File: src/rtl/regfile_dbg_port.sv
// Debug initiator for the core register file: streams a snapshot dump of
// x0..x(NREGS-1) over valid/ready and performs single host register writes.
module regfile_dbg_port #(
  parameter int XLEN    = 32,
  parameter int NREGS   = 32,
  parameter int AW      = 5,
  parameter int SKIP_X0 = 0
) (
  input  logic            clk,
  input  logic            rst_n,
  input  logic            cmd_valid,
  output logic            cmd_ready,
  input  logic            cmd_op,
  input  logic [AW-1:0]   cmd_addr,
  input  logic [XLEN-1:0] cmd_wdata,
  input  logic            abort,
  output logic [AW-1:0]   rf_rs,
  input  logic [XLEN-1:0] rf_rdata,
  output logic            rf_we,
  output logic [AW-1:0]   rf_rd,
  output logic [XLEN-1:0] rf_wdata,
  output logic            out_valid,
  input  logic            out_ready,
  output logic [XLEN-1:0] out_data,
  output logic [AW-1:0]   out_idx,
  output logic            out_last,
  output logic            busy,
  output logic            done
);

  typedef enum logic [1:0] {IDLE, READ, SEND, WRITE} state_t;

  localparam logic [AW-1:0] IDX_FIRST = (SKIP_X0 != 0) ? AW'(1) : '0;
  localparam logic [AW-1:0] IDX_LAST  = AW'(NREGS - 1);

  state_t          state, state_nx;
  logic [AW-1:0]   idx;
  logic [AW-1:0]   wr_addr;
  logic [XLEN-1:0] wr_data;
  logic            last_q;
  logic            done_q;
  logic            dump_go, write_go, advance;

  always_ff @(posedge clk or negedge rst_n) begin
    if (!rst_n) state <= IDLE;
    else        state <= state_nx;
  end

  // abort outranks the SEND handshake; the word still counts as delivered
  always_comb begin
    state_nx = state;
    dump_go  = 1'b0;
    write_go = 1'b0;
    advance  = 1'b0;
    case (state)
      IDLE: begin
        if (cmd_valid) begin
          state_nx = cmd_op ? WRITE : READ;
          dump_go  = !cmd_op;
          write_go = cmd_op;
        end
      end
      READ: state_nx = abort ? IDLE : SEND;
      SEND: begin
        if (abort) begin
          state_nx = IDLE;
        end else if (out_ready) begin
          state_nx = last_q ? IDLE : READ;
          advance  = !last_q;
        end
      end
      WRITE:   state_nx = IDLE;
      default: state_nx = IDLE;
    endcase
  end

  always_ff @(posedge clk or negedge rst_n) begin
    if (!rst_n) begin
      done_q   <= 1'b0;
      idx      <= '0;
      wr_addr  <= '0;
      wr_data  <= '0;
      out_data <= '0;
      out_idx  <= '0;
      last_q   <= 1'b0;
    end else begin
      done_q <= (state != IDLE) && (state_nx == IDLE);
      if (dump_go)      idx <= IDX_FIRST;
      else if (advance) idx <= idx + 1'b1;
      if (write_go) begin
        wr_addr <= cmd_addr;
        wr_data <= cmd_wdata;
      end
      // captured word is a snapshot; later core writes cannot disturb it
      if (state == READ) begin
        out_data <= rf_rdata;
        out_idx  <= idx;
        last_q   <= (idx == IDX_LAST);
      end
    end
  end

  assign cmd_ready = (state == IDLE);
  assign busy      = (state != IDLE);
  assign out_valid = (state == SEND);
  assign out_last  = out_valid & last_q;
  assign rf_rs     = idx;
  assign rf_we     = (state == WRITE) && (wr_addr != '0);
  assign rf_rd     = wr_addr;
  assign rf_wdata  = wr_data;
  assign done      = done_q;

endmodule

File: config.mk
export PLATFORM = sky130hd
export DESIGN_NAME = regfile_dbg_port
export DESIGN_NICKNAME = d
export VERILOG_FILES = /design/src/rtl/regfile_dbg_port.sv
export SDC_FILE = /design/constraint.sdc
export NUM_CORES = 1
export LEC_CHECK = 0
export CAP_MARGIN = 10
export CELL_PAD_IN_SITES_DETAIL_PLACEMENT = 0
export CELL_PAD_IN_SITES_GLOBAL_PLACEMENT = 1
export CORE_MARGIN = 5
export CORE_UTILIZATION = 34
export DETAILED_ROUTE_END_ITERATION = 6
export HOLD_SLACK_MARGIN = 0.08
export PLACE_DENSITY_LB_ADDON = 0.15
export SLEW_MARGIN = 10
export SYNTH_ARGS = -nofsm -noshare
export SYNTH_HDL_FRONTEND = slang
export SYNTH_SLANG_ARGS = --single-unit
export TNS_END_PERCENT = 10
File: constraint.sdc
create_clock -name clk -period 4 [get_ports clk]
set_clock_uncertainty 0.05 [all_clocks]
set_input_delay 0.6 -clock clk [delete_from_list [all_inputs] [get_ports clk]]
set_output_delay 0.6 -clock clk [all_outputs]
set_load 0.005 [all_outputs]
# --- Word-level counts from Yosys, hierarchy flattened ---
# Index checks and enable logic that the tools add are counted.
word_totals:
  ff_bits: 83
  in_bits: 75
op_classes:
  reduce_logical: 9
  muxes: 16
  add_sub_neg: 1
  n_bitwise: 1
  n_eq_ne: 4
op_table:
  columns: ["operator", "n"]
  rows:
  - ["$mux W2", 5]
  - ["$mux W5", 2]
  - ["$mux W1", 8]
  - ["$pmux W2 S4", 1]
  - ["$add A5 B1 Y5 const B", 1]
  - ["$eq A5 B5 Y1 const B", 1]
  - ["$reduce_bool A5 Y1", 1]
  - ["$eq A2 B2 Y1 const B", 2]
  - ["$logic_not A2 Y1", 2]
  - ["$reduce_bool A2 Y1", 2]
  - ["$eq A2 B1 Y1 const B", 1]
  - ["$logic_and A1 B1 Y1", 2]
  - ["$logic_not A1 Y1", 2]
  - ["$and A1 B1 Y1", 1]

# --- Longest topological paths before layout ---
# Gate-level depths: netlist of the first run.
logic_depth:
  depth_word: 6
  depth_mapped: 5
  ltp_nobuf: 5

# --- Worst setup path before layout of the first run ---
# OpenSTA, ideal clock, no wires.
synth_path:
  path_kind: "reg2out"
  startpoint: "register wr_addr[1] (netlist: rf_rd[1])"
  endpoint: "output rf_we"
  path_stages_with_launch: 3
  slack_ps: 2318
  arrival_ps: 1032
  cell_sequence: "dfrtp_1 > or3_1 > o311a_1"
synth_via:
  elab_chain_len: 2
synth_lines:
  columns: ["item", "line_no", "text"]
  rows:
  - ["start: declaration", "38", "logic [AW-1:0] wr_addr;"]
  - ["start signal: assignment", "91", "wr_addr <= cmd_addr;"]
  - ["$reduce_bool A5 Y1", "108", "assign rf_we = (state == WRITE) && (wr_addr != '0);"]
  - ["$logic_and A1 B1 Y1", "108", null]
  - ["end: declaration", "19", "output logic rf_we,"]
# No other way between the ends.

# --- Worst setup path after layout of the first run ---
# Same ends and word-level chain as after synthesis.

==> impl_metrics.ini, run 1 <==
[logic_synthesis]
cell_types_with_the_highest_counts_after_synthesis = dfrtp_1 (83), mux2_2 (29), mux2_1 (27), mux2_4 (19), nand2_1 (7)
number_of_storage_elements_in_the_synthesis_netlist = 83
synth.most_common_cell = dfrtp_1
asyncSetResetFlopFracSynth_pct = 100.0
syn_area_mm2 = 0.003322
synth_largest_type_area_fraction_pct = 62.52
ys_types = 28
synth_enable_flop_cells = 0
synth_sequential_area_ratio_pct = 62.52
synth_area_leader = dfrtp_1
ys.warnings.count = 0
synth.top_cells.by_area = dfrtp_1 (63%), mux2_2 (9.8%), mux2_1 (9.2%)
synthFlopType = dfrtp_1
syn-instance-count = 207
synth_area_per_cell_um2 = 16.05
net_count_after_synthesis = 284

[timing]
timing_worst_slew_pin_value_ps = 1081
setup_violations = 0
post-route-min-period_ps = 2539
timing_hold_violations_final = 0
setup-tns-final_ps = 0
fin_crit_sh_pct = 63.48
max_freq_ghz = 0.3938
grt_setup_unrepaired = false
maxSlewViolCount = 0
final_critical_path_setup_slack_ps = 1461
slew_headroom_pct = 27.92

[finish]
area_growth_syn_to_layout_pct = 56.87
multi_input_comb_area_mm2 = 0.001172
nNetsFinal = 445
register_area_mm2 = 0.002077
final_layout_size_suffix_gt1_share_pct = 18.23
nFillCells = 882
diodes = 0

[critical_path]
crit_path_launch_type = flop
crit_fanout = 3
cp_data_arrival_time_ps = 1890
critPathCaptureType = output port
worst_ep_required_time_ps = 3350
timing.setup.critical_path_class = reg2out

[floorplan]
initial_utilization_pct = 34.46
core_area_mm2 = 0.009639
fp.dieArea_mm2 = 0.01185
die_width_um = 108.8
num_rows = 36
boundaryPins = 160
die_height_um = 108.8

[pwr]
static-leakage-power_nw = 2.195
power_per_cell_area_mw_per_mm2 = 659.0
ir_drop_uv = 291.2

[cts]
numCtsBuffers = 9
insertion_delay_ps = 340
cts_setup_buffers = 0
path_clk_slew_ps = 80
clk_root_buffer_cell = clkbuf_8
clockBufferDepth = 2
post_cts_resize_count = 0
hold_buffers = 0
htree_num_levels = 3
numClockSinks = 83
cts_tree = built

[routing]
drt.antenna.violating_nets = 0
dr.max_layer_used = met4
wl_per_cell_um = 15.47
drt_first_iter_violations = 58
vias_per_cell = 4.476
drt_pre_antenna_iters = 4
dr_wl_met2_um = 3929
wl_met1_um = 3117
met3WireLength_um = 703
drt-total-wl_um = 7830
drc = 0
route.vias.total = 2265

[flow_run]
cap_violations = 0

[global_routing]
grt_usage_pct = 13.60
grt-ovfl-total = 0
grt_pass1_wl_um = 12450
number_of_global_route_vias_before_repair = 2478
antenna_found_initial = 0
grt_max_degree = 84

[place]
gp_congestion = 0.6828
dpl_hpwl_um = 5591
placement.io_buffers = 159
place_worst_setup_slack_ps = 1378

[worst_hold_path]
min-delay-path-class = in2async

[status]
outcome = finished, final reports clean
[placed cells by master (no fill, tap or decap), types with 2 or more instances in the layout]
cell / count
clkdlybuf4s50_1: 158
dfrtp_1: 83
mux2i_1: 5
ha_1: 2
nor4_1: 2
nand2b_1: 2
mux2_4: 19
mux2_1: 27
nand2_1: 7
clkinvlp_4: 2
or2_1: 2
mux2_2: 29
clkbuf_1: 2
inv_1: 3
clkbuf_8: 10
a21oi_1: 3
[cells by family after synthesis]
family	Yosys count	share of synthesized area (%)
buffers and inverters	12	2.297
adders and majority gates	2	0.7532
DFF	83	62.52
AOI/OAI and AO/OA	5	0.9792
and+or+nand+nor	25	4.369
muxes	80	29.08
[sequential cells by signal, indices dropped and copies added, names as in the netlist]
signal	flops
rf_rd	5
done	1
out_data	32
state	2
out_idx	5
rf_rs	5
rf_wdata	32
last_q	1
[metrics by stage]
step	std cells	total power [mW]	instance area, um2	utilization [%]	hold slack [ps]
2_1_floorplan	207	1.927	3322	-	254.4
3_3_place_gp	490	2.855	5016	52.04	417.9
3_5_place_dp	490	2.883	5016	52.04	424.0
4_1_cts	506	3.503	5211	54.06	440.6
5_1_grt	506	3.671	5211	54.06	469.7
6_report	506	3.434	5211	54.06	392.8
[critical path, stage by stage, from the launching register on]
cell	delay [ps]
dfrtp_1	400
or3_1	380
o311a_1	300
clkdlybuf4s50_1	470
[power by group]
group	switching, mW	internal [mW]	total (mW)	leakage [nW]
sequential	0.199	1.21	1.40	0.997
combinational	0.403	1.02	1.43	1.11
clock	0.297	0.306	0.602	0.0926
[area by class of cell]
class                   instances  area share (%)
well taps                     133           3.193
multi-input cells             112           22.50
clock buffers                  12           2.785
clock inverters                 4          0.9604
inverters                       3          0.2161
repair buffers                159           30.49
flip-flops and latches         83           39.86
[path summary, 6_finish.rpt]
kind / from / end / slack, ps / cells after the start
worst max register to register: state[1]$_DFF_PN0_ / rf_rd[4]$_DFFE_PN0P_ / 1830 / 3
worst min register to register: rf_wdata[13]$_DFFE_PN0P_ / rf_wdata[13]$_DFFE_PN0P_ / 440 / 1
worst max-delay path: rf_rd[1]$_DFFE_PN0P_ / rf_we / 1460 / 3
max in group asynchronous: rst_n / rf_rs[4]$_DFFE_PN0P_ / 2820 / 1
worst min-delay path: rst_n / rf_wdata[26]$_DFFE_PN0P_ / 390 / 1
min in group clk: rf_wdata[13]$_DFFE_PN0P_ / rf_wdata[13]$_DFFE_PN0P_ / 440 / 1
[per-layer routing]
metal  vias up  global-route usage [%]
met3         8                   5.743
met4         0                   3.787
li1       1046                       -
met1      1132                   15.92
met5         -                       0
met2        79                   22.90
Note: power is estimated with default switching activity, not from simulation.
==> inputs of run 2 (changes only) <==
- CORE_UTILIZATION: 34 -> 29
- clock period: 4 -> 2.2 ns (I/O delays scaled with it)
==> run 2 against run 1 <==
  * Sequential cell count stayed put
  * Non-clock buffer count is 5 higher
  * Via count is 0.35% lower
  * Count of clock-buffer cells in the layout is 1 lower
  * Worst hold slack better by 38 ps
  * Largest cell class unchanged
  * Design area is 3.6% higher
==> impl_metrics.ini, run 2 (synthesis results as in run 1) <==
[timing]
fin_crit_sh_pct = 93.72
timing.hold.ws_ps = 430.9
maxSlewViolCount = 0
timing_hold_violations_final = 0
slew_headroom_pct = 61.09
max_freq_ghz = 0.4850
timing_worst_slew_pin_value_ps = 583.7
setup-tns-final_ps = 0
grt_setup_unrepaired = false
setup_violations = 0
post-route-min-period_ps = 2062

[global_routing]
grt_usage_pct = 12.14
grt-ovfl-total = 0
antenna_found_initial = 0
grt_max_degree = 45
grt_pass1_wl_um = 12560
number_of_global_route_vias_before_repair = 2474

[floorplan]
core_area_mm2 = 0.01132
num_rows = 39
die_width_um = 117.0
initial_utilization_pct = 29.34
fp.dieArea_mm2 = 0.01369
boundaryPins = 160
die_height_um = 117.0

[routing]
route.vias.total = 2257
drc = 0
drt.antenna.violating_nets = 0
drt-total-wl_um = 8204
wl_per_cell_um = 15.75
drt_pre_antenna_iters = 4
vias_per_cell = 4.332
drt_first_iter_violations = 51

[critical_path]
critPathCaptureType = output port
crit_fanout = 8
r2r_start = state[1]$_DFF_PN0_
worst_ep_required_time_ps = 1820
worstPathBufferInverterCount = 1
r2r_cells = 4
cp_data_arrival_time_ps = 1680
rr_endpoint = rf_wdata[1]$_DFFE_PN0P_
cp_cell_sequence = nor2b_1 > and2_1 > clkdlybuf4s50_1
critical_path.slowest_cell = clkdlybuf4s50_1
reg2reg_setup_slack_ps = 520
crit_path_launch_type = flop
critPathTopFamily = buffers and inverters
timing.setup.critical_path_class = reg2out
max_stage_delay_ps = 520

[pwr]
clockPowerShare_pct = 22.4
intPower_mw = 4.989
netSwitchingFraction_pct = 25.50
p_seq_share_pct = 38.3
ir_drop_uv = 539.8
power_per_cell_area_mw_per_mm2 = 1240
p_comb_share_pct = 39.3
static-leakage-power_nw = 2.289
post_route_total_power_mw = 6.696
switching_pwr_mw = 1.708

[finish]
nNetsFinal = 450
nFillCells = 1058
final_layout_size_suffix_gt1_share_pct = 19.31
diodes = 0
highest_count_cells_in_the_layout_ignoring_fill_and_taps = clkdlybuf4s50_1 (157), dfrtp_1 (83), mux2_2 (29)
register_area_mm2 = 0.002077
mostFrequentLayoutCell = clkdlybuf4s50_1
area_growth_syn_to_layout_pct = 62.56
multi_input_comb_area_mm2 = 0.001172

[place]
dpl_hpwl_um = 6014
placement.io_buffers = 159
gp_congestion = 0.7298

[status]
outcome = finished, final reports clean

[cts]
clockBufferDepth = 2
clk_root_buffer_cell = clkbuf_16
numClockSinks = 83
htree_num_levels = 3
cts_tree = built
insertion_delay_ps = 330
numCtsBuffers = 9
path_clk_slew_ps = 60
cts_setup_buffers = 0

[flow_run]
cap_violations = 0

[worst_hold_path]
min-delay-path-class = reg2reg
worst_hold_path.endpoint = rf_wdata[15]$_DFFE_PN0P_
timing.hold.worst.start = rf_wdata[15]$_DFFE_PN0P_
whs_path_depth = 1
==> run 2: worst max-delay path by stage <==
stage	slack (ps)	cells after the start	endpoint	from
6_report	140	3	out_last	state[1]$_DFF_PN0_
3_3_place_gp	350	3	rf_we	rf_rd[1]$_DFFE_PN0P_
2_1_floorplan	630	5	rf_wdata[16]$_DFFE_PN0P_	state[1]$_DFF_PN0_
5_1_grt	40	3	out_last	state[1]$_DFF_PN0_
4_1_cts	80	3	out_last	state[1]$_DFF_PN0_
3_5_place_dp	320	3	rf_we	rf_rd[1]$_DFFE_PN0P_
==> run 2: timing repair <==
item                                    in CTS  in global routing
endpoints found under the setup margin       1                  0
endpoints found under the hold margin       43                  0
hold buffers                                 1                  0
gates resized for setup                      1                  0
==> run 2: layout make-up <==
type | instances | area share (%)
clock buffers | 11 | 4.495
clock inverters | 5 | 0.9731
inverters | 3 | 0.2085
multi-input cells | 112 | 21.71
flip-flops and latches | 83 | 38.46
well taps | 143 | 3.313
repair buffers | 164 | 30.84
==> run 2: power by group through the flow <==
stage                     sequential (mW)  combinational (mW)  clock [mW]
after floorplan                      2.62               0.884           0
after global placement               2.56                2.68           0
after detailed placement             2.58                2.70           0
after CTS                            2.57                2.71        1.55
after global routing                 2.66                2.85        1.60
final                                2.56                2.63        1.50
==> run 2: metal layers <==
layer | routed length (um) | vias to the layer above | track usage [%]
li1 | - | 1055 | -
met1 | 3233 | 1113 | 13.43
met2 | 4066 | 87 | 20.25
met3 | 847 | 2 | 6.632
met4 | 57 | 0 | 3.440
met5 | 0 | - | 0
==> run 2: metrics by stage <==
| step | util (%) | cell area [um2] | std cells | worst slack [ps] |
|---|---|---|---|---|
| after global placement | 45.02 | 5096 | 504 | 348.2 |
| after detailed placement | 45.02 | 5096 | 504 | 324.2 |
| after global routing | 47.70 | 5400 | 521 | 39.23 |
| final | 47.70 | 5400 | 521 | 138.3 |
| after floorplan | - | 3322 | 207 | 634.3 |
| after CTS | 47.70 | 5400 | 521 | 81.29 |
